### src/rtl/mem_arbiter_if.sv
// -----------------------------------------------------------------------------
// mem_arbiter_if
// Purpose : groups the fetch requester, data requester and unified memory port
//           signals seen by mem_arbiter into one bundle.
// Signals :
//   fetch  : i_if_req, i_if_addr -> o_if_gnt, o_if_rvalid, o_if_rdata, o_if_err
//   data   : i_d_req, i_d_wen, i_d_addr, i_d_wdata, i_d_mask
//            -> o_d_gnt, o_d_rvalid, o_d_rdata, o_d_err
//   memory : o_mem_valid, o_mem_addr, o_mem_wen, o_mem_wdata, o_mem_mask
//            <- i_mem_ready, i_mem_rvalid, i_mem_rdata
//   status : o_busy
// Modports: slave  - the arbiter itself (drives every o_* signal)
//           master - the surrounding hart/memory environment (drives i_*)
// -----------------------------------------------------------------------------
interface mem_arbiter_if;
  logic        i_if_req;
  logic [31:0] i_if_addr;
  logic        o_if_gnt;
  logic        o_if_rvalid;
  logic [31:0] o_if_rdata;
  logic        o_if_err;

  logic        i_d_req;
  logic        i_d_wen;
  logic [31:0] i_d_addr;
  logic [31:0] i_d_wdata;
  logic [3:0]  i_d_mask;
  logic        o_d_gnt;
  logic        o_d_rvalid;
  logic [31:0] o_d_rdata;
  logic        o_d_err;

  logic        o_mem_valid;
  logic        i_mem_ready;
  logic [31:0] o_mem_addr;
  logic        o_mem_wen;
  logic [31:0] o_mem_wdata;
  logic [3:0]  o_mem_mask;
  logic        i_mem_rvalid;
  logic [31:0] i_mem_rdata;

  logic        o_busy;

  modport slave (
    input  i_if_req, i_if_addr,
    output o_if_gnt, o_if_rvalid, o_if_rdata, o_if_err,
    input  i_d_req, i_d_wen, i_d_addr, i_d_wdata, i_d_mask,
    output o_d_gnt, o_d_rvalid, o_d_rdata, o_d_err,
    output o_mem_valid, o_mem_addr, o_mem_wen, o_mem_wdata, o_mem_mask,
    input  i_mem_ready, i_mem_rvalid, i_mem_rdata,
    output o_busy
  );

  modport master (
    output i_if_req, i_if_addr,
    input  o_if_gnt, o_if_rvalid, o_if_rdata, o_if_err,
    output i_d_req, i_d_wen, i_d_addr, i_d_wdata, i_d_mask,
    input  o_d_gnt, o_d_rvalid, o_d_rdata, o_d_err,
    input  o_mem_valid, o_mem_addr, o_mem_wen, o_mem_wdata, o_mem_mask,
    output i_mem_ready, i_mem_rvalid, i_mem_rdata,
    input  o_busy
  );
endinterface

### src/rtl/mem_arbiter.sv
// -----------------------------------------------------------------------------
// mem_arbiter
// Purpose : shares one variable-latency memory port between the instruction
//           fetch requester and the data (load/store) requester. One request
//           is latched at a time and walked through IDLE -> ISSUE -> WAIT; the
//           response is routed back to whichever requester owns it.
// Ports   : i_clk  - clock
//           i_rst  - asynchronous active-high reset
//           bus    - mem_arbiter_if.slave (fetch, data, memory and busy signals)
// Params  : TIMEOUT_CYCLES      - cycles in ISSUE/WAIT before a forced error
//                                 response (0 disables the timeout)
//           RESET_ADDR_UNUSED_W - address LSBs forced to zero on o_mem_addr
// Macro   : MEM_ARBITER_RR_EN - when defined, round-robin priority between the
//           two requesters; otherwise data always wins over fetch.
// -----------------------------------------------------------------------------
module mem_arbiter #(
  parameter logic [15:0] TIMEOUT_CYCLES      = 16'd256,
  parameter int          RESET_ADDR_UNUSED_W = 2
) (
  input  logic         i_clk,
  input  logic         i_rst,
  mem_arbiter_if.slave bus
);

  typedef enum logic [1:0] {IDLE, ISSUE, WAIT} state_t;

  localparam logic OWNER_IF   = 1'b0;
  localparam logic OWNER_DATA = 1'b1;
  localparam logic [31:0] ADDR_KEEP = ~((32'd1 << RESET_ADDR_UNUSED_W) - 32'd1);

  state_t      state_q, state_d;
  logic        owner_q, owner_d;
  logic [31:0] addr_q, addr_d;
  logic [31:0] wdata_q, wdata_d;
  logic        wen_q, wen_d;
  logic [3:0]  mask_q, mask_d;
  logic [15:0] cnt_q, cnt_d;

  logic        if_rvalid_q, if_rvalid_d;
  logic [31:0] if_rdata_q, if_rdata_d;
  logic        if_err_q, if_err_d;
  logic        d_rvalid_q, d_rvalid_d;
  logic [31:0] d_rdata_q, d_rdata_d;
  logic        d_err_q, d_err_d;

  logic        pick_data;
  logic        if_gnt, d_gnt;
  logic        timeout_hit;
  logic        respond, respond_err;

`ifdef MEM_ARBITER_RR_EN
  logic last_q, last_d;
  // On contention, serve data only if fetch was the last one served.
  assign pick_data = bus.i_d_req && (!bus.i_if_req || (last_q == OWNER_IF));
`else
  assign pick_data = bus.i_d_req;
`endif

  assign timeout_hit = (TIMEOUT_CYCLES != 16'd0) && (cnt_q == TIMEOUT_CYCLES);

  always_comb begin
    state_d     = state_q;
    owner_d     = owner_q;
    addr_d      = addr_q;
    wdata_d     = wdata_q;
    wen_d       = wen_q;
    mask_d      = mask_q;
    cnt_d       = cnt_q;
    if_gnt      = 1'b0;
    d_gnt       = 1'b0;
    respond     = 1'b0;
    respond_err = 1'b0;
`ifdef MEM_ARBITER_RR_EN
    last_d      = last_q;
`endif
    case (state_q)
      IDLE: begin
        // Grants are suppressed while reset is held so every output reads 0.
        if (!i_rst && pick_data) begin
          d_gnt   = 1'b1;
          owner_d = OWNER_DATA;
          addr_d  = bus.i_d_addr;
          wdata_d = bus.i_d_wdata;
          wen_d   = bus.i_d_wen;
          mask_d  = bus.i_d_mask;
          cnt_d   = 16'd0;
          state_d = ISSUE;
`ifdef MEM_ARBITER_RR_EN
          last_d  = OWNER_DATA;
`endif
        end else if (!i_rst && bus.i_if_req) begin
          if_gnt  = 1'b1;
          owner_d = OWNER_IF;
          addr_d  = bus.i_if_addr;
          wdata_d = 32'd0;
          wen_d   = 1'b0;
          mask_d  = 4'b1111;
          cnt_d   = 16'd0;
          state_d = ISSUE;
`ifdef MEM_ARBITER_RR_EN
          last_d  = OWNER_IF;
`endif
        end
      end
      ISSUE: begin
        cnt_d = cnt_q + 16'd1;
        if (timeout_hit) begin
          respond     = 1'b1;
          respond_err = 1'b1;
          state_d     = IDLE;
        end else if (bus.i_mem_ready) begin
          state_d = WAIT;
        end
      end
      WAIT: begin
        cnt_d = cnt_q + 16'd1;
        // A real response arriving on the timeout cycle still wins.
        if (bus.i_mem_rvalid) begin
          respond = 1'b1;
          state_d = IDLE;
        end else if (timeout_hit) begin
          respond     = 1'b1;
          respond_err = 1'b1;
          state_d     = IDLE;
        end
      end
      default: state_d = IDLE;
    endcase
  end

  // Response registers: each side keeps its last rdata/err between pulses.
  always_comb begin
    if_rvalid_d = 1'b0;
    if_rdata_d  = if_rdata_q;
    if_err_d    = if_err_q;
    d_rvalid_d  = 1'b0;
    d_rdata_d   = d_rdata_q;
    d_err_d     = d_err_q;
    if (respond) begin
      if (owner_q == OWNER_DATA) begin
        d_rvalid_d = 1'b1;
        d_rdata_d  = (respond_err || wen_q) ? 32'd0 : bus.i_mem_rdata;
        d_err_d    = respond_err;
      end else begin
        if_rvalid_d = 1'b1;
        if_rdata_d  = respond_err ? 32'd0 : bus.i_mem_rdata;
        if_err_d    = respond_err;
      end
    end
  end

  always_ff @(posedge i_clk or posedge i_rst) begin
    if (i_rst) begin
      state_q     <= IDLE;
      owner_q     <= OWNER_IF;
      addr_q      <= 32'd0;
      wdata_q     <= 32'd0;
      wen_q       <= 1'b0;
      mask_q      <= 4'd0;
      cnt_q       <= 16'd0;
      if_rvalid_q <= 1'b0;
      if_rdata_q  <= 32'd0;
      if_err_q    <= 1'b0;
      d_rvalid_q  <= 1'b0;
      d_rdata_q   <= 32'd0;
      d_err_q     <= 1'b0;
    end else begin
      state_q     <= state_d;
      owner_q     <= owner_d;
      addr_q      <= addr_d;
      wdata_q     <= wdata_d;
      wen_q       <= wen_d;
      mask_q      <= mask_d;
      cnt_q       <= cnt_d;
      if_rvalid_q <= if_rvalid_d;
      if_rdata_q  <= if_rdata_d;
      if_err_q    <= if_err_d;
      d_rvalid_q  <= d_rvalid_d;
      d_rdata_q   <= d_rdata_d;
      d_err_q     <= d_err_d;
    end
  end

`ifdef MEM_ARBITER_RR_EN
  always_ff @(posedge i_clk or posedge i_rst) begin
    if (i_rst) last_q <= OWNER_IF;
    else       last_q <= last_d;
  end
`endif

  assign bus.o_if_gnt    = if_gnt;
  assign bus.o_d_gnt     = d_gnt;
  assign bus.o_if_rvalid = if_rvalid_q;
  assign bus.o_if_rdata  = if_rdata_q;
  assign bus.o_if_err    = if_err_q;
  assign bus.o_d_rvalid  = d_rvalid_q;
  assign bus.o_d_rdata   = d_rdata_q;
  assign bus.o_d_err     = d_err_q;
  assign bus.o_mem_valid = (state_q == ISSUE);
  assign bus.o_mem_addr  = addr_q & ADDR_KEEP;
  assign bus.o_mem_wen   = wen_q;
  assign bus.o_mem_wdata = wdata_q;
  assign bus.o_mem_mask  = mask_q;
  assign bus.o_busy      = (state_q != IDLE);

endmodule

### src/flat_wrapper.sv
// flat-port wrapper written by rule: the top's interface ports become plain ports
module mem_arbiter_flat 
#(
  parameter logic [15:0] TIMEOUT_CYCLES      = 16'd256,
  parameter int          RESET_ADDR_UNUSED_W = 2
)
  (i_clk, i_rst, bus_i_if_req, bus_i_if_addr, bus_o_if_gnt, bus_o_if_rvalid, bus_o_if_rdata, bus_o_if_err, bus_i_d_req, bus_i_d_wen, bus_i_d_addr, bus_i_d_wdata, bus_i_d_mask, bus_o_d_gnt, bus_o_d_rvalid, bus_o_d_rdata, bus_o_d_err, bus_o_mem_valid, bus_o_mem_addr, bus_o_mem_wen, bus_o_mem_wdata, bus_o_mem_mask, bus_i_mem_ready, bus_i_mem_rvalid, bus_i_mem_rdata, bus_o_busy);
  mem_arbiter_if bus_i ();
  input  logic i_clk;
  input  logic i_rst;
  input wire logic [$bits(bus_i.i_if_req)-1:0] bus_i_if_req;
  input wire logic [$bits(bus_i.i_if_addr)-1:0] bus_i_if_addr;
  output wire logic [$bits(bus_i.o_if_gnt)-1:0] bus_o_if_gnt;
  output wire logic [$bits(bus_i.o_if_rvalid)-1:0] bus_o_if_rvalid;
  output wire logic [$bits(bus_i.o_if_rdata)-1:0] bus_o_if_rdata;
  output wire logic [$bits(bus_i.o_if_err)-1:0] bus_o_if_err;
  input wire logic [$bits(bus_i.i_d_req)-1:0] bus_i_d_req;
  input wire logic [$bits(bus_i.i_d_wen)-1:0] bus_i_d_wen;
  input wire logic [$bits(bus_i.i_d_addr)-1:0] bus_i_d_addr;
  input wire logic [$bits(bus_i.i_d_wdata)-1:0] bus_i_d_wdata;
  input wire logic [$bits(bus_i.i_d_mask)-1:0] bus_i_d_mask;
  output wire logic [$bits(bus_i.o_d_gnt)-1:0] bus_o_d_gnt;
  output wire logic [$bits(bus_i.o_d_rvalid)-1:0] bus_o_d_rvalid;
  output wire logic [$bits(bus_i.o_d_rdata)-1:0] bus_o_d_rdata;
  output wire logic [$bits(bus_i.o_d_err)-1:0] bus_o_d_err;
  output wire logic [$bits(bus_i.o_mem_valid)-1:0] bus_o_mem_valid;
  output wire logic [$bits(bus_i.o_mem_addr)-1:0] bus_o_mem_addr;
  output wire logic [$bits(bus_i.o_mem_wen)-1:0] bus_o_mem_wen;
  output wire logic [$bits(bus_i.o_mem_wdata)-1:0] bus_o_mem_wdata;
  output wire logic [$bits(bus_i.o_mem_mask)-1:0] bus_o_mem_mask;
  input wire logic [$bits(bus_i.i_mem_ready)-1:0] bus_i_mem_ready;
  input wire logic [$bits(bus_i.i_mem_rvalid)-1:0] bus_i_mem_rvalid;
  input wire logic [$bits(bus_i.i_mem_rdata)-1:0] bus_i_mem_rdata;
  output wire logic [$bits(bus_i.o_busy)-1:0] bus_o_busy;
  assign bus_i.i_if_req = bus_i_if_req;
  assign bus_i.i_if_addr = bus_i_if_addr;
  assign bus_o_if_gnt = bus_i.o_if_gnt;
  assign bus_o_if_rvalid = bus_i.o_if_rvalid;
  assign bus_o_if_rdata = bus_i.o_if_rdata;
  assign bus_o_if_err = bus_i.o_if_err;
  assign bus_i.i_d_req = bus_i_d_req;
  assign bus_i.i_d_wen = bus_i_d_wen;
  assign bus_i.i_d_addr = bus_i_d_addr;
  assign bus_i.i_d_wdata = bus_i_d_wdata;
  assign bus_i.i_d_mask = bus_i_d_mask;
  assign bus_o_d_gnt = bus_i.o_d_gnt;
  assign bus_o_d_rvalid = bus_i.o_d_rvalid;
  assign bus_o_d_rdata = bus_i.o_d_rdata;
  assign bus_o_d_err = bus_i.o_d_err;
  assign bus_o_mem_valid = bus_i.o_mem_valid;
  assign bus_o_mem_addr = bus_i.o_mem_addr;
  assign bus_o_mem_wen = bus_i.o_mem_wen;
  assign bus_o_mem_wdata = bus_i.o_mem_wdata;
  assign bus_o_mem_mask = bus_i.o_mem_mask;
  assign bus_i.i_mem_ready = bus_i_mem_ready;
  assign bus_i.i_mem_rvalid = bus_i_mem_rvalid;
  assign bus_i.i_mem_rdata = bus_i_mem_rdata;
  assign bus_o_busy = bus_i.o_busy;
  mem_arbiter #(.TIMEOUT_CYCLES(TIMEOUT_CYCLES), .RESET_ADDR_UNUSED_W(RESET_ADDR_UNUSED_W)) u_core (.i_clk(i_clk), .i_rst(i_rst), .bus(bus_i));
endmodule
### config.mk
export PLATFORM = sky130hd
export DESIGN_NAME = mem_arbiter_flat
export DESIGN_NICKNAME = d
export VERILOG_FILES = /design/src/rtl/mem_arbiter_if.sv /design/src/rtl/mem_arbiter.sv /design/src/flat_wrapper.sv
export SDC_FILE = /design/constraint.sdc
export NUM_CORES = 1
export LEC_CHECK = 0
export ABC_AREA = 1
export BUFFER_PORTS_ARGS = -buffer_cell sky130_fd_sc_hd__buf_2
export CAP_MARGIN = 10
export CORE_ASPECT_RATIO = 1.4
export CORE_MARGIN = 8
export CORE_UTILIZATION = 49
export DETAILED_ROUTE_END_ITERATION = 10
export MAX_ROUTING_LAYER = met4
export PLACE_DENSITY = 0.8
export SETUP_SLACK_MARGIN = 0.05
export SYNTH_ARGS = -nofsm -noshare
export SYNTH_HDL_FRONTEND = slang
export SYNTH_SLANG_ARGS = --single-unit
export TNS_END_PERCENT = 100
### constraint.sdc
create_clock -name i_clk -period 10.8 [get_ports i_clk]
set_input_delay 2.16 -clock i_clk [delete_from_list [all_inputs] [get_ports i_clk]]
set_output_delay 2.16 -clock i_clk [all_outputs]
set_load 0.1 [all_outputs]
# == Yosys cells after proc, flatten, opt, wreduce, memory -nomap -nowiden ==
# Cells that the tools add are included.
# op_classes
addsub,1
mul,0
div_mod_pow,0
magnitude_cmp,0
n_eq_ne,6
n_shift,0
mux,35
bitwise_logic,1
n_reduce_logical,14
# op_table
cell,count
32-bit 2-to-1 mux,6
16-bit 2-to-1 mux,2
16-bit case mux with 2 select lines,1
16-bit by 1-bit adder with 16-bit output (second input constant),1
16-bit by 9-bit equality test with 1-bit output (second input constant),1
1-bit 2-to-1 mux,15
2-bit 2-to-1 mux,6
4-bit 2-to-1 mux,2
2-bit AND reduction,4
3-bit by 1-bit inequality test with 1-bit output (second input constant),2
2-bit case mux with 3 select lines,1
2-bit nonzero test,3
1-bit case mux with 2 select lines,2
3-bit by 2-bit inequality test with 1-bit output (second input constant),1
3-bit AND reduction,1
2-bit by 1-bit equality test with 1-bit output (second input constant),1
2-bit equality test (second input constant),1
1-bit logical AND,2
2-bit zero test,1
2-bit OR reduction,1
1-bit zero test,1
1-bit logical OR,1
1-bit inverter,1
# totals
register_bits,156
latch_bits,0
ram_bits,0
romBits,0
input_bits,139
mem_count,0

# == Longest topological paths before layout ==
# Gate-level depths: netlist of run 1.
# depth
word_depth,6
mapped_depth,11
depth_no_buf,10

# == Least setup slack after synthesis of run 1 ==
# Ideal clock, no wire load.
# synth_path
kind,input -> register
from,input port i_rst
to,register u_core.addr_q[16]
setup_time_ps,96
t_arrival_ps,7418
required_ps,10704
slack_ps,3286
cell_stages,4
path_buffers,1
path_cell_list,clkinv_1 clkbuf_1 nand3_1 a31oi_1
# synth_via
elab_chain_cells,4
# synth_lines
item,line,source
from (decl),flat_wrapper.sv:10,input logic i_rst;
1-bit zero test (*),"mem_arbiter.sv:79, mem_arbiter.sv:91",
1-bit logical AND (on tied branches),"mem_arbiter.sv:91, mem_arbiter.sv:79",
2-bit nonzero test (no line),-,
2-bit AND reduction (no line),-,
to (signal assigned),mem_arbiter.sv:170,addr_q <= addr_d;
to (decl),mem_arbiter.sv:33,"logic [31:0] addr_q, addr_d;"
# Mark *: on every way between the ends. The rest lies on a longest branch, timed or not.
# A chain may end at the register's enable or synchronous reset.

# == Final worst setup path of run 1 ==
# layout_path
from,input port bus_i_d_req
to,output port bus_o_d_gnt
# layout_via
elab_chain_cells,3
# layout_lines
item,line,source
from (decl),flat_wrapper.sv:17,input wire logic [$bits(bus_i.i_d_req)-1:0] bus_i_d_req;
1-bit logical AND,mem_arbiter.sv:79,if (!i_rst && pick_data) begin
1-bit 2-to-1 mux,mem_arbiter.sv:79,
1-bit 2-to-1 mux,mem_arbiter.sv:76,case (state_q)
to (decl),flat_wrapper.sv:22,output wire logic [$bits(bus_i.o_d_gnt)-1:0] bus_o_d_gnt;
# No other way between the ends.

==> impl_metrics.ini, run 1 <==
[outcome]
status = completed

[clock_network]
cts_sinks = 154
cts_buffer_depth = 2
numCtsBuffers = 17
clk_pin_slew_worst_paths_ns = 0.07
ctsResizeCount = 0
cts_tree = built
clk-insertion-delay-late_ns = 0.42
postCtsSetupBuffers = 0
htree_levels = 4
ctsHoldBuffers = 0
cts-root-buf = clkbuf_16

[worst_setup_path]
slowest_stage = buf_2
startpoint = bus_i_d_req
crit_chain = buf_2, nand2_1, buf_4, nor2_2, buf_4, buf_2
critical_path_class = in2out
reg2reg_to = u_core.bus.o_d_rdata[23]
r2r_cells = 9
critPathLaunchType = input pin
cp_max_fo = 35
critPathCaptureType = output port
cp_data_required_time_ns = 8.64
arrival_ns = 3.98
max_stage_delay_ns = 0.50
rrSetupSlack_ns = 7.18
timing.rr.start = u_core.state_q[0]
crit_end = bus_o_d_gnt

[routing]
vias_per_cell = 5.22
drcViolationCount = 0
final_antenna_net_count = 0
drt_first_pass_iters = 5
vias = 6936
route.detailed.wl_per_inst_um = 16.5
drtIter0Drc = 636
wl_mm = 22.0

[logic_synthesis]
yosysSeqAreaShare_pct = 53.4
synth_edf_count = 0
synthTopCellsByArea = dfrtp_1 53%, nand2_1 13%, nand3_1 7.3%, inv_1 5.1%, nor2_1 4.9%
syn_area_mm2 = 0.00722
synth_ff_type = dfrtp_1
postSynthAreaPerCell_um2 = 8.23
synthTopCellsByCount = 246 x nand2_1, 154 x dfrtp_1, 105 x nand3_1
yosysWarningCount = 0
synth_most_common_cell = nand2_1
yosysTopAreaCellShare_pct = 53.4
syn_inst = 877
synth_seq_cells = 154
async_reset_ff_share_pct = 100
synth_top_area_cell = dfrtp_1
ys_types = 31

[sta]
max_freq_ghz = 0.163
skew_ns = 0.00869
slew_headroom_pct = 22.8
period_needed_ns = 6.14
setup-tns-final_ns = 0
finalCritPeriodShare_pct = 56.9
finalHoldViolCount = 0
worst_slew_pin_slew_ns = 1.16
setup_viol = 0
rsz0062_at_grt = false
drv_slew = 0

[final_layout]
fin_cells = 1330
nets = 1270
area_growth_pct = 27.7
fin_util_pct = 63.8
drive_above_1_share_pct = 28.6
fill_cells = 1242

[die]
fp.dieArea_mm2 = 0.0189
core_mm2 = 0.0144
start_util_pct = 50.0
io_pins = 280
die_h_um = 160
die_width_um = 119
fp-row-count = 52

[placement]
dp.cells = 1295
hpwlAfterDp_mm = 15.8
portBuffers = 273
gp_congestion = 0.871

[worst_hold_path]
hp-class = reg2reg
min_path_cells = 2

[job]
cap_viol_max_count = 0

[global_route]
first_global_vias = 6968
grt_pass1_wl_mm = 35.6
antenna_found_initial = 1
grt_max_degree = 74
globalRouteOverflowTotal = 0
grt_usage_pct = 23.9
-- registers in the layout, indices dropped and copies added, names as in the netlist --
| name | count |
|---|---|
| u_core.bus.o_mem_wdata | 32 |
| u_core.state_q | 2 |
| u_core.bus.o_mem_wen | 1 |
| u_core.cnt_q | 16 |
| u_core.bus.o_d_rdata | 32 |
| u_core.owner_q | 1 |
| u_core.bus.o_if_rvalid | 1 |
| u_core.bus.o_if_rdata | 32 |
| u_core.bus.o_mem_mask | 4 |
| u_core.bus.o_if_err | 1 |
| u_core.bus.o_d_err | 1 |
| u_core.bus.o_d_rvalid | 1 |
| u_core.addr_q | 30 |
-- layout by cell type, fill, tap and decap left out, drive strengths merged, types with 12 or more instances in the layout --
cell	synthesis	layout
o21ai	14	14
inv	101	109
clkbuf	27	18
nand3	108	108
dfrtp	154	154
a22o	32	32
nand4	12	12
nor2	97	97
a31oi	30	30
nand2	249	249
buf	24	279
-- how the worst min path moves through the flow --
stage / from / endpoint / slack, ns
2_1_floorplan: u_core.cnt_q[5] / u_core.cnt_q[5] / 0.51
3_3_place_gp: u_core.bus.o_d_rdata[11] / u_core.bus.o_d_rdata[11] / 0.46
3_5_place_dp: u_core.bus.o_if_rdata[13] / u_core.bus.o_if_rdata[13] / 0.46
4_1_cts: u_core.bus.o_if_rdata[3] / u_core.bus.o_if_rdata[3] / 0.48
5_1_grt: u_core.bus.o_d_rdata[11] / u_core.bus.o_d_rdata[11] / 0.49
6_report: u_core.bus.o_d_rdata[20] / u_core.bus.o_d_rdata[20] / 0.47
-- worst max-delay path: cells and delay by family --
| kind | cells | cell delay (ns) |
|---|---|---|
| buf+inv | 4 | 1.57 |
| simple gates | 2 | 0.22 |
-- metal layers --
| metal | global-route usage, % | wire, um | part of all wire [%] | vias to the layer above |
|---|---|---|---|---|
| met1 | 27.7 | 8810 | 40 | 3247 |
| met4 | 9.69 | 607 | 2.8 | 0 |
| li1 | - | - | - | 3301 |
| met5 | - | 0 | 0 | - |
| met3 | 6.03 | 1750 | 8.0 | 46 |
| met2 | 38.7 | 10800 | 49 | 342 |
-- kinds of logic after synthesis --
family,Yosys count,synth area share [%]
AOI/OAI and AO/OA,87,8.65
buffers and inverters,154,9.00
xor gates and xnor gates,1,0.121
DFF,154,53.4
other,1,0.0520
and+or+nand+nor,474,27.8
adders and majority gates,6,1.04
-- layout make-up --
type,count,area (um2),share of cell area (%)
Tap cell,189,236,2.57
Antenna cell,3,7.51,0.0815
Multi-Input combinational cell,570,2730,29.6
Clock inverter,14,154,1.67
Sequential cell,154,3850,41.8
Clock buffer,18,429,4.66
Timing Repair Buffer,279,1410,15.3
Inverter,103,392,4.25
-- through the flow --
step,hold WS [ns],worst slack (ns),cell area [um2]
after floorplan,0.506,2.36,7220
after global placement,0.457,4.64,8630
after detailed placement,0.460,4.60,8630
after CTS,0.478,4.61,9210
after global routing,0.489,4.48,9210
final,0.475,4.66,9220
Power of run 1 is left out: the tool's default activity adds up to more than one toggle a clock period on the data nets, which glitch-free logic cannot reach.
==> run 2, diff against run 1 <==
--- a/config.mk
+++ b/config.mk
@@ -5,15 +5,15 @@
 export SDC_FILE = /design/constraint.sdc
 export NUM_CORES = 1
 export LEC_CHECK = 0
-export ABC_AREA = 1
+export ABC_AREA = 0
 export BUFFER_PORTS_ARGS = -buffer_cell sky130_fd_sc_hd__buf_2
 export CAP_MARGIN = 10
 export CORE_ASPECT_RATIO = 1.4
 export CORE_MARGIN = 8
-export CORE_UTILIZATION = 49
+export CORE_UTILIZATION = 43
 export DETAILED_ROUTE_END_ITERATION = 10
 export MAX_ROUTING_LAYER = met4
-export PLACE_DENSITY = 0.8
+export PLACE_DENSITY = 0.77
 export SETUP_SLACK_MARGIN = 0.05
 export SYNTH_ARGS = -nofsm -noshare
 export SYNTH_HDL_FRONTEND = slang
==> constraint.sdc (replaced) <==
create_clock -name i_clk -period 5 [get_ports i_clk]
set_input_delay 1 -clock i_clk [delete_from_list [all_inputs] [get_ports i_clk]]
set_output_delay 1 -clock i_clk [all_outputs]
set_load 0.1 [all_outputs]
==> run 2 against run 1 <==
Critical path depth unchanged; via count decreased by 24%; register-to-register slack got worse by 4.7 ns; final cell count decreased by 26%; global-route usage decreased by 3.6 points; critical path type is now reg2out.
==> impl_metrics.ini, run 2 <==
[sta]
worst_slew_pin_slew_ns = 1.02
rsz0062_at_grt = false
max_freq_ghz = 0.288
setup-tns-final_ns = 0
period_needed_ns = 3.47
drv_slew = 0
skew_ns = 0.0119
setup_viol = 0
finalHoldViolCount = 0
finalCritPeriodShare_pct = 69.4
slew_headroom_pct = 31.9

[routing]
vias_per_cell = 5.34
drcViolationCount = 0
final_antenna_net_count = 0
wl_mm = 18.9
route.detailed.wl_per_inst_um = 19.2
drtIter0Drc = 544
drt_first_pass_iters = 4
vias = 5249

[job]
cap_viol_max_count = 0

[logic_synthesis]
synth_ff_type = dfrtp_1
ys_types = 45
syn_area_mm2 = 0.00635
synthTopCellsByArea = dfrtp_1 61%, a22o_1 13%, mux2i_1 5.0%, o21ai_0 3.6%, nand2_1 2.9%
syn_inst = 512
synth_seq_cells = 154
synth_edf_count = 0
synthTopCellsByCount = 154 x dfrtp_1, 97 x a22o_1, 49 x nand2_1
yosysTopAreaCellShare_pct = 60.7
yosysSeqAreaShare_pct = 60.7
synth_top_area_cell = dfrtp_1
yosysWarningCount = 0
async_reset_ff_share_pct = 100
postSynthAreaPerCell_um2 = 12.4
synth_most_common_cell = dfrtp_1

[worst_setup_path]
cp_data_required_time_ns = 4.00
reg2reg_to = u_core.bus.o_if_rdata[29]
crit_end = bus_o_d_gnt
critPathLaunchType = flop
critPathCaptureType = output port
r2r_cells = 7
cp_max_fo = 7
startpoint = u_core.state_q[1]
rrSetupSlack_ns = 2.52
critical_path_class = reg2out
arrival_ns = 2.47
timing.rr.start = u_core.state_q[1]

[global_route]
globalRouteOverflowTotal = 0
grt_max_degree = 63
first_global_vias = 5548
grt_usage_pct = 20.2
grt_pass1_wl_mm = 30.0
antenna_found_initial = 1

[final_layout]
mostFrequentLayoutCells = 273 x buf_2, 154 x dfrtp_1, 97 x a22o_1
multi_input_area_mm2 = 0.00230
seq_area_mm2 = 0.00385
final_common_cell = buf_2
nets = 925
drive_above_1_share_pct = 41.1
fill_cells = 1227
fin_util_pct = 59.1
area_growth_pct = 34.5

[die]
core_mm2 = 0.0144
start_util_pct = 44.0
die_h_um = 160
fp-row-count = 52
io_pins = 280
fp.dieArea_mm2 = 0.0190
die_width_um = 119

[placement]
gp_congestion = 0.855
portBuffers = 273
hpwlAfterDp_mm = 14.3

[clock_network]
htree_levels = 4
cts_sinks = 154
cts-root-buf = clkbuf_16
postCtsSetupBuffers = 0
cts_tree = built
cts_buffer_depth = 2
clk-insertion-delay-late_ns = 0.42
ctsResizeCount = 0
ctsHoldBuffers = 0
numCtsBuffers = 17
clk_pin_slew_worst_paths_ns = 0.07

[worst_hold_path]
hp-class = reg2reg

[outcome]
status = completed
## run 2: cell types whose count changed after synthesis, sizes merged, moves of 13 or more
cell and delta:
inv -89, buf -13, a22o +65, nand2 -200, o21ai +32, mux2i +32
a31oi -27, nand3 -102, nor2 -96
## run 2: critical path: stages, from the launching register on
cell and delay [ns]:
dfrtp_1 0.43, inv_1 0.12, ha_1 0.30, nor2b_1 0.39, nand2_1 0.27, clkinv_1 0.12
buf_2 0.44
## run 2: worst min path at each step
stage	to	depth (start not counted)	slack, ns	startpoint
2_1_floorplan	u_core.cnt_q[8]	1	0.48	u_core.cnt_q[8]
3_3_place_gp	u_core.addr_q[7]	2	0.46	u_core.addr_q[7]
3_5_place_dp	u_core.addr_q[14]	2	0.46	u_core.addr_q[14]
4_1_cts	u_core.addr_q[19]	2	0.48	u_core.addr_q[19]
5_1_grt	u_core.addr_q[19]	2	0.50	u_core.addr_q[19]
6_report	u_core.addr_q[16]	2	0.48	u_core.addr_q[16]
## run 2: final cells by class
class / instances / area share [%]
timing repair buffer: 282 / 16.9
multi-input combinational: 312 / 26.9
antenna: 1 / 0.0293
clock inverter: 13 / 2.37
sequential: 154 / 45.1
tap: 189 / 2.77
inverter: 13 / 0.616
clock buffer: 19 / 5.19
## run 2: cells by family after synthesis
logic type / after synthesis / share of synthesized area (%)
flops: 154 / 60.7
other cells: 1 / 0.0591
buf+inv: 47 / 3.61
fa+ha+maj: 6 / 1.18
mux: 32 / 5.05
compound gates: 184 / 21.9
simple gates: 88 / 7.53
## run 2: per-layer routing
| metal | wire, um | global-route usage, % | share of wire, % |
|---|---|---|---|
| met5 | 0 | - | 0 |
| met4 | 343 | 6.87 | 1.8 |
| met3 | 1430 | 5.96 | 7.5 |
| met2 | 9440 | 32.5 | 50 |
| met1 | 7700 | 23.8 | 41 |
## run 2: metrics by stage
stage | hold slack (ns) | area [um2] | setup slack (ns) | std cells
after floorplan | 0.483 | 6360 | 1.48 | 513
after global placement | 0.457 | 7890 | 1.70 | 950
after detailed placement | 0.464 | 7890 | 1.68 | 950
after CTS | 0.481 | 8530 | 1.50 | 982
after global routing | 0.503 | 8540 | 1.38 | 983
final | 0.477 | 8540 | 1.53 | 983
Power of run 2 is left out for the same reason.
==> run 3, diff against run 2 <==
--- a/config.mk
+++ b/config.mk
@@ -5,15 +5,15 @@
 export SDC_FILE = /design/constraint.sdc
 export NUM_CORES = 1
 export LEC_CHECK = 0
-export ABC_AREA = 0
+export ABC_AREA = 1
 export BUFFER_PORTS_ARGS = -buffer_cell sky130_fd_sc_hd__buf_2
 export CAP_MARGIN = 10
 export CORE_ASPECT_RATIO = 1.4
 export CORE_MARGIN = 8
-export CORE_UTILIZATION = 43
+export CORE_UTILIZATION = 49
 export DETAILED_ROUTE_END_ITERATION = 10
 export MAX_ROUTING_LAYER = met4
-export PLACE_DENSITY = 0.77
+export PLACE_DENSITY = 0.8
 export SETUP_SLACK_MARGIN = 0.05
 export SYNTH_ARGS = -nofsm -noshare
 export SYNTH_HDL_FRONTEND = slang
==> constraint.sdc (replaced) <==
create_clock -name i_clk -period 3.2 [get_ports i_clk]
set_input_delay 0.64 -clock i_clk [delete_from_list [all_inputs] [get_ports i_clk]]
set_output_delay 0.64 -clock i_clk [all_outputs]
set_load 0.1 [all_outputs]
==> run 3 against run 2 <==
Clock skew is 0.00083 ns higher; non-clock buffer count is 3 higher; count of clock-buffer cells in the layout did not move; final cell count is 36% higher; utilization rose by 5.1 points.
==> impl_metrics.ini, run 3 (synthesis results as in run 1) <==
[outcome]
status = completed

[sta]
drv_slew = 0
slew_headroom_pct = 31.0
skew_ns = 0.0127
max_freq_ghz = 0.414
rsz0062_at_grt = false
finalHoldViolCount = 0
worst_slew_pin_slew_ns = 1.04
finalCritPeriodShare_pct = 75.4
holdWs_ns = 0.137
setup_viol = 0
setup-tns-final_ns = 0
period_needed_ns = 2.41

[worst_setup_path]
critPathCaptureType = output port
r2r_cells = 7
critPathTopFamily = buffers and inverters
crit_buf_inv = 2
slowest_stage = buf_2
crit_chain = inv_1, ha_1, nand2_1, nor2_2, buf_2
cp_data_required_time_ns = 2.56
arrival_ns = 1.77
rrSetupSlack_ns = 0.79
cp_max_fo = 4
critical_path_class = reg2out
max_stage_delay_ns = 0.44
timing.rr.start = u_core.state_q[0]
critPathLaunchType = flop
reg2reg_to = u_core.bus.o_d_rdata[12]

[global_route]
grt_usage_pct = 23.2
grt_max_degree = 91
antenna_found_initial = 0
globalRouteOverflowTotal = 0
first_global_vias = 6937
grt_pass1_wl_mm = 34.7

[final_layout]
final_common_cell = buf_2
drive_above_1_share_pct = 28.9
mostFrequentLayoutCells = 272 x buf_2, 246 x nand2_1, 154 x dfrtp_1
fin_cells = 1333
fill_cells = 1264
area_growth_pct = 28.6
fin_util_pct = 64.2
nets = 1276
diodes = 0
multi_input_area_mm2 = 0.00274
seq_area_mm2 = 0.00385

[clock_network]
numCtsBuffers = 17
htree_levels = 4
ctsHoldBuffers = 0
cts-root-buf = clkbuf_16
postCtsSetupBuffers = 0
clk-insertion-delay-late_ns = 0.41
cts_tree = built
clk_pin_slew_worst_paths_ns = 0.06
ctsResizeCount = 0
cts_sinks = 154
cts_buffer_depth = 2

[routing]
drcViolationCount = 0
drt_first_pass_iters = 5
vias_per_cell = 5.12
vias = 6826
drtIter0Drc = 555
final_antenna_net_count = 0
route.detailed.wl_per_inst_um = 16.1
wl_mm = 21.5

[die]
die_width_um = 119
io_pins = 280
core_mm2 = 0.0144
fp-row-count = 52
die_h_um = 160
fp.dieArea_mm2 = 0.0189
start_util_pct = 50.0

[worst_hold_path]
hp-class = in2async

[placement]
portBuffers = 273
gp_congestion = 0.891
dp.cells = 1301
hpwlAfterDp_mm = 15.8

[job]
cap_viol_max_count = 0
[run 3: changes by cell type in the layout (fill, tap and decap cells not counted), moves of 8 or more]
cell     delta
nand2_1   +197
nand3_1    +99
nor2_1     +91
inv_1      +88
a22o_1     -65
mux2i_1    -32
o21ai_0    -31
a31oi_1    +27
a21oi_1     -8
nand4_1     +8
[run 3: how the worst max path moves through the flow]
stage	cells after the start	startpoint	slack (ns)	to
floorplan	5	u_core.state_q[0]	0.46	bus_o_d_gnt
global placement	7	i_rst	0.80	u_core.bus.o_mem_mask[2]
detailed placement	7	i_rst	0.80	u_core.bus.o_mem_mask[0]
CTS	5	u_core.state_q[0]	0.77	bus_o_if_gnt
global route	7	u_core.state_q[0]	0.58	u_core.bus.o_if_rdata[0]
finish	5	u_core.state_q[0]	0.79	bus_o_if_gnt
[run 3: layer usage]
layer  track usage, %  vias to the layer above  share of wire, %
met1             25.1                     3175                39
met2             39.3                      296                50
li1                 -                     3307                 -
met3             6.42                       48               7.6
met5                -                        -                 0
met4             9.52                        0               3.1
[run 3: final cells by class]
| class | count | area share [%] |
|---|---|---|
| clock buffers | 19 | 4.66 |
| clock inverters | 13 | 1.71 |
| inverters | 103 | 4.22 |
| multi-input cells | 570 | 29.5 |
| flip-flops and latches | 154 | 41.5 |
| well taps | 189 | 2.55 |
| repair buffers | 285 | 15.9 |
[run 3: per-stage QoR]
stage | setup WS [ns] | instance area (um2)
floorplan | 0.456 | 7230
global placement | 0.803 | 8690
detailed placement | 0.798 | 8690
CTS | 0.765 | 9280
global route | 0.580 | 9280
finish | 0.787 | 9280
Power of run 3 is left out for the same reason.
